**src/rtl/matrix_pkg.sv**
```systemverilog
// matrix_pkg: shared matrix dimensions, stream FSM encoding and index/clamp helpers
package matrix_pkg;
  localparam int MAX_DIM = 5;
  localparam int MAX_ELEMS = MAX_DIM * MAX_DIM;
  typedef enum logic {IDLE = 1'b0, SEND = 1'b1} state_e;
  function automatic logic [4:0] elem_idx(input logic [2:0] r, input logic [2:0] c);
    return 5'(int'(r) * MAX_DIM + int'(c));
  endfunction
  function automatic logic [2:0] clamp_dim(input logic [2:0] x);
    return (x == 3'd0) ? 3'd1 : (int'(x) > MAX_DIM) ? 3'(MAX_DIM) : x;
  endfunction
endpackage

```
**src/rtl/matrix_stream_fsm.sv**
```systemverilog
// matrix_stream_fsm: row-major element walker with valid/ready handshake
//  start/start_slot/start_rows/start_cols : launch a stream (honoured only in IDLE)
//  clear                                  : abort to IDLE
//  out_ready                              : consumer accept
//  slot, out_r, out_c                     : element being presented
//  out_valid, out_last, busy              : handshake / status
module matrix_stream_fsm
  import matrix_pkg::*;
#(
  parameter int SW = 2
) (
  input  logic          clk,
  input  logic          rst_n,
  input  logic          start,
  input  logic          clear,
  input  logic          out_ready,
  input  logic [SW-1:0] start_slot,
  input  logic [2:0]    start_rows,
  input  logic [2:0]    start_cols,
  output logic [SW-1:0] slot,
  output logic          out_valid,
  output logic          out_last,
  output logic          busy,
  output logic [2:0]    out_r,
  output logic [2:0]    out_c
);
  state_e state_q, state_d;
  logic [2:0] r_q, r_d, c_q, c_d, rows_q, rows_d, cols_q, cols_d;
  logic [SW-1:0] slot_q, slot_d;
  logic fire, last, col_end;
  assign col_end = c_q == cols_q - 3'd1;
  assign last = (r_q == rows_q - 3'd1) && col_end;
  assign fire = (state_q == SEND) && out_ready;
  always_ff @(posedge clk or negedge rst_n) begin
    if (!rst_n) begin
      state_q <= IDLE;
      r_q <= '0;
      c_q <= '0;
      rows_q <= '0;
      cols_q <= '0;
      slot_q <= '0;
    end else begin
      state_q <= state_d;
      r_q <= r_d;
      c_q <= c_d;
      rows_q <= rows_d;
      cols_q <= cols_d;
      slot_q <= slot_d;
    end
  end
  always_comb begin
    state_d = clear ? IDLE : (state_q == IDLE) ? (start ? SEND : IDLE) : (fire && last) ? IDLE : SEND;
  end
  // counters return to 0 whenever the stream ends so IDLE presents zeros
  always_comb begin
    slot_d = slot_q;
    rows_d = rows_q;
    cols_d = cols_q;
    r_d = r_q;
    c_d = c_q;
    if (clear || (fire && last)) begin
      r_d = '0;
      c_d = '0;
    end else if (state_q == IDLE && start) begin
      slot_d = start_slot;
      rows_d = start_rows;
      cols_d = start_cols;
      r_d = '0;
      c_d = '0;
    end else if (fire) begin
      c_d = col_end ? 3'd0 : c_q + 3'd1;
      r_d = col_end ? r_q + 3'd1 : r_q;
    end
  end
  always_comb begin
    busy = state_q == SEND;
    out_valid = busy;
    out_last = busy && last;
    out_r = r_q;
    out_c = c_q;
    slot = slot_q;
  end
endmodule

```
**src/rtl/matrix_storage_bank.sv**
```systemverilog
// matrix_storage_bank: captures generator frames into SLOTS slots and streams them row-major
//  frame_in/row_in/col_in/frame_done : incoming frame, captured on frame_done rising edge
//  clear_all                         : empty all slots, abort any stream
//  rd_req/rd_slot                    : start streaming a stored slot
//  out_valid/out_ready/out_data/out_r/out_c/out_last : element stream
//  count/full/busy/err               : occupancy, stream status, error pulse
module matrix_storage_bank
  import matrix_pkg::*;
#(
  parameter int WIDTH = 8,
  parameter int SLOTS = 4
) (
  input  logic                       clk,
  input  logic                       rst_n,
  input  logic [WIDTH*MAX_ELEMS-1:0] frame_in,
  input  logic [2:0]                 row_in,
  input  logic [2:0]                 col_in,
  input  logic                       frame_done,
  input  logic                       clear_all,
  input  logic                       rd_req,
  input  logic [$clog2(SLOTS)-1:0]   rd_slot,
  output logic                       out_valid,
  input  logic                       out_ready,
  output logic [WIDTH-1:0]           out_data,
  output logic [2:0]                 out_r,
  output logic [2:0]                 out_c,
  output logic                       out_last,
  output logic [$clog2(SLOTS):0]     count,
  output logic                       full,
  output logic                       busy,
  output logic                       err
);
  localparam int SW = $clog2(SLOTS);
  localparam int CW = SW + 1;
  logic [WIDTH*MAX_ELEMS-1:0] mem_q [0:SLOTS-1];
  logic [2:0] rows_mem_q [0:SLOTS-1];
  logic [2:0] cols_mem_q [0:SLOTS-1];
  logic frame_done_q, frame_done_d, err_q, err_d;
  logic [CW-1:0] count_q, count_d;
  logic cap, wr, slot_ok, start;
  logic [SW-1:0] slot;
  logic [WIDTH*MAX_ELEMS-1:0] cur_frame;
  assign full = count_q == CW'(SLOTS);
  assign count = count_q;
  assign err = err_q;
  always_comb begin
    cap = frame_done && !frame_done_q;
    wr = cap && !full && !clear_all;
    slot_ok = {1'b0, rd_slot} < count_q;
    start = rd_req && !busy && slot_ok && !clear_all;
    frame_done_d = frame_done;
    count_d = clear_all ? '0 : wr ? count_q + 1'b1 : count_q;
    // capture-while-full and bad read in the same cycle merge into one pulse
    err_d = (cap && full && !clear_all) || (rd_req && !busy && !slot_ok);
  end
  always_ff @(posedge clk or negedge rst_n) begin
    if (!rst_n) begin
      frame_done_q <= 1'b0;
      count_q <= '0;
      err_q <= 1'b0;
    end else begin
      frame_done_q <= frame_done_d;
      count_q <= count_d;
      err_q <= err_d;
    end
  end
  // slot contents need no reset; writes only target slot[count], never a streamed slot
  always_ff @(posedge clk) begin
    if (wr) begin
      mem_q[count_q[SW-1:0]] <= frame_in;
      rows_mem_q[count_q[SW-1:0]] <= clamp_dim(row_in);
      cols_mem_q[count_q[SW-1:0]] <= clamp_dim(col_in);
    end
  end
  matrix_stream_fsm #(.SW(SW)) u_fsm (
    .clk        (clk),
    .rst_n      (rst_n),
    .start      (start),
    .clear      (clear_all),
    .out_ready  (out_ready),
    .start_slot (rd_slot),
    .start_rows (rows_mem_q[rd_slot]),
    .start_cols (cols_mem_q[rd_slot]),
    .slot       (slot),
    .out_valid  (out_valid),
    .out_last   (out_last),
    .busy       (busy),
    .out_r      (out_r),
    .out_c      (out_c)
  );
  assign cur_frame = mem_q[slot];
  assign out_data = busy ? cur_frame[int'(elem_idx(out_r, out_c))*WIDTH +: WIDTH] : '0;
endmodule

```
**config.mk**
```make
export PLATFORM = sky130hd
export DESIGN_NAME = matrix_storage_bank
export DESIGN_NICKNAME = d
export VERILOG_FILES = /design/src/rtl/matrix_pkg.sv /design/src/rtl/matrix_stream_fsm.sv /design/src/rtl/matrix_storage_bank.sv
export SDC_FILE = /design/constraint.sdc
export NUM_CORES = 1
export LEC_CHECK = 0
export BUFFER_PORTS_ARGS = -buffer_cell sky130_fd_sc_hd__buf_2
export CORE_UTILIZATION = 54
export DETAILED_ROUTE_END_ITERATION = 10
export PLACE_DENSITY = 0.79
export SLEW_MARGIN = 10
export SYNTH_ARGS = -nofsm -noshare
export SYNTH_HDL_FRONTEND = slang
export SYNTH_SLANG_ARGS = --single-unit
```
**constraint.sdc**
```tcl
create_clock -name clk -period 15 [get_ports clk]
set_input_delay 0 -clock clk [delete_from_list [all_inputs] [get_ports clk]]
set_output_delay 0 -clock clk [all_outputs]
set_load 0.005 [all_outputs]
```
==> metrics.log <==
[metrics] area fraction in compound gates after synthesis: under 10%
[metrics] Max Slew Vio Count: 0
[metrics] Post-Route Setup TNS: 0 ns
[metrics] maximum resistive drop on vdd: around 0.00012 V
[metrics] Setup Fix Bufs, Post-CTS: 0
[metrics] CP Launch Type: flip-flop
[metrics] number of antenna violations at the first check in global routing: 18
[metrics] ANT nets after route: 0
[metrics] detail-routed net length per standard cell: ~26 microns
[metrics] Max Buffers Root-to-Sink: 3
[metrics] share of synthesized area occupied by flip-flops and latches: around 76%
[metrics] setup skew after layout: 0.0238 ns
[metrics] Die Footprint: between 60,000 and 70,000 sq um
[metrics] proportion of netlist area held by the largest area contributor: around 75%
[metrics] Initial Utilization: about 55%
[metrics] port bufs: about 240
[metrics] number of buffers created by CTS: 85
[metrics] final setup violation count: 0
[metrics] fraction of power spent switching nets: approximately a quarter
[metrics] peak fanout along the critical path: 51
[metrics] setup ws final: about 9.5 ns
[metrics] overall power after layout: approximately 5.5 mW
[metrics] mux cell area share after synthesis: 16.3%
[metrics] fill cell instance count of the final layout: around 3,900
[metrics] kind of capture point of the worst setup path: output port
[metrics] path class of the lowest-slack min-delay path: input pin to flip-flop
[metrics] power share of the sequential group: 48.8%
[metrics] non-filler instance count after layout: around 2,900
[metrics] post-detail-place hpwl: between 40,000 and 50,000 microns
[metrics] crit path kind: flip-flop to output port
[metrics] outcome: complete, no violations
[metrics] unrepaired setup endpoints after global routing: false
[metrics] total track usage: between 20% and 30%
[metrics] power dissipated by switching net loads: 1.30 mW
[metrics] Fmax achieved: ~0.18 GHz
[metrics] Core Footprint: between 60,000 and 70,000 sq um
[metrics] cell type with the largest total area after synthesis: edfxtp_1
[metrics] largest net degree at the start of global routing: 148
[metrics] instance count after placement with tap cells included: about 2,500
[metrics] WHS: roughly 0.06 ns
[metrics] vias in the first global route: 18,000
[metrics] proportion of layout cells with a drive suffix above 1: 28.5%
[metrics] leading cell type by number of instances after synthesis: edfxtp_1
[metrics] syn_nets: 1,759
[metrics] cell area after synthesis: approximately 33,000 sq um
[metrics] post-layout net count: ~2,200
[metrics] residual overflow from global routing: 0
[metrics] top cells by area in the synthesized netlist: edfxtp_1 (75%), mux4_2 (11%), mux2i_1 (3.2%)
[metrics] combinational cell fraction of total power: 14.2%
[metrics] number of DRC violations after detailed-routing iteration 0: approximately 1,700
[metrics] number of enable-type register cells in the synthesized netlist: approximately 820
[metrics] CTS HTree Levels: 3
[metrics] dominant combinational cell family by area after synthesis: multiplexers
[metrics] most numerous cell types in the synthesized netlist: edfxtp_1 (824), mux4_2 (166), mux2i_1 (104), mux2_2 (38), buf_2 (27)
[metrics] Yosys warnings: 0
[metrics] Post-synth ARST share: under 10%
[metrics] post-synthesis sequential element count: 844
[metrics] fraction of synthesized cell area in xor and xnor cells: less than 1%
[metrics] number of hold buffers added after cts: about 220
[metrics] normalized max-slew margin: around 18%
[metrics] clock network latency to the later pin of the worst-skew pair: ~0.63 ns
[metrics] final non-filler cell area: between 30,000 and 40,000 sq um
[metrics] power density over cell area: between 100 and 150 nW/um^2
[metrics] adder-cell share of the synthesized area: less than 1%
[metrics] area overhead of the layout relative to synthesis: 20.6%
[metrics] actual slew at the worst max-slew pin: 1.23 ns
[metrics] placement-stage cell area: 34,900 sq um
[metrics] overall via count from detail_route: 17,300
[metrics] number of cells upsized or downsized after cts: 0
[metrics] R2R setup slack: between 10 and 15 ns
[metrics] static leakage: 13.4 nW
[metrics] number of I/O pins: around 240
[metrics] final hold vios: 0
[metrics] clock network fraction of total power: around 37%
[metrics] Pre-antenna DRT Iters: 8
[metrics] Primary FF master, synth: edfxtp_1
[metrics] max-capacitance violation count: 0
[metrics] WL final: around 74,000 microns
[metrics] gate count after technology mapping: between 1,500 and 2,000
[metrics] min Tclk post-route: between 5 and 6 ns
[metrics] library cell used as clock root buffer: clkbuf_16
[metrics] share of the cycle needed by the critical path after routing: a little under two fifths
[metrics] CTS tree: yes
[metrics] vertical die dimension: between 200 and 250 microns
[metrics] ratio of routed vias to standard cells: approximately 6
[metrics] final RePlAce weighted congestion: around 0.79
[metrics] Cell variety after synth: 54
[metrics] simple-gate share of the synthesized area: under 10%
[metrics] post-placement setup slack: 10.11 ns
[metrics] arrival time of the worst setup path: 5.52 ns
[metrics] Power Internal: 4.20 mW
[metrics] required time of the critical path: about 15 ns
[metrics] Sinks on Clock Net: roughly 840
[metrics] first-pass GRT wire length: roughly 110,000 microns
[metrics] final standard cell utilization of the core: between 60% and 70%
[metrics] overall die width: 249 microns
[metrics] row count: 90
[metrics] DRC viols: 0
[metrics] average size of a mapped cell: around 22 sq um
[metrics] Clk pin slew, worst setup/hold paths: around 0.06 ns
-- power groups by stage --
| stage | combinational (mW) | sequential [mW] | clock (mW) |
|---|---|---|---|
| 2_1_floorplan | 0.577 | 2.69 | 0 |
| 3_3_place_gp | 0.714 | 2.73 | 0 |
| 3_5_place_dp | 0.727 | 2.73 | 0 |
| 4_1_cts | 0.784 | 2.69 | 2.06 |
| 5_1_grt | 0.831 | 2.69 | 2.15 |
| 6_report | 0.781 | 2.68 | 2.04 |
-- sequential cells by signal (all words and copies together) (netlist names) --
name,count
u_fsm.cols_q,3
u_fsm.slot,2
u_fsm.rows_q,3
mem_q,800
err,1
cols_mem_q,12
u_fsm.out_r,3
frame_done_q,1
rows_mem_q,12
count,3
u_fsm.out_c,3
u_fsm.busy,1
-- final timing paths --
check                      cells past startpoint              end            start
max                                            8      out_data[7]    u_fsm.slot[0]
min                                            2     frame_done_q       frame_done
max reg2reg                                    8    mem_q[0][153]         count[0]
min reg2reg                                    1  u_fsm.rows_q[1]  u_fsm.rows_q[1]
max in group asynchronous                      3    u_fsm.slot[1]            rst_n
min in group asynchronous                      3    u_fsm.slot[0]            rst_n
-- critical path, cell delays in order, from the launching register on --
cell,delay [ns]
dfrtp_4,0.93
buf_4,0.84
buf_4,0.83
mux4_2,0.59
mux2i_1,0.27
a211oi_1,0.11
a2111oi_0,0.73
nor4_1,0.26
buf_2,0.21
-- per-layer routing --
metal,GRT usage [%],vias up,share of wire (%)
li1,-,7407,-
met1,32.6,8899,39
met2,39.6,788,49
met3,5.83,139,8.6
met4,7.65,20,2.5
met5,0,-,0.15
-- placed cells by master (no fill, tap or decap), drive strengths merged, types with 6 or more instances in the layout --
cell	synthesis	layout
xnor2	8	8
a22oi	23	23
nor2b	15	15
mux2i	104	104
bufinv	0	6
a2111oi	12	12
o22ai	10	10
clkinv	0	35
a221oi	8	8
a211oi	16	16
mux4	172	172
dlygate4sd3	0	218
edfxtp	824	824
dfrtp	20	20
buf	60	260
a21oi	15	15
nor2	25	25
ha	17	17
clkbuf	22	108
diode	0	10
nand3	12	12
inv	11	14
o21ai	24	24
mux2	38	38
nand2b	8	8
nand2	19	19
-- area by class of cell --
type | instances | area, sq um | area share (%)
tap | 782 | 978 | 2.46
clock inverter | 47 | 398 | 0.999
timing repair buffer | 478 | 3570 | 8.97
sequential | 844 | 25300 | 63.4
clock buffer | 108 | 2280 | 5.72
multi-input combinational | 590 | 7280 | 18.3
antenna | 10 | 25.0 | 0.0628
inverter | 11 | 41.3 | 0.104
-- cell families after synthesis --
family	Yosys count
AOI/OAI and AO/OA	133
buffers and inverters	93
adders and majority gates	18
DFF	844
xor gates and xnor gates	14
muxes	314
and+or+nand+nor	111
Note: power is estimated with default switching activity, not from simulation.
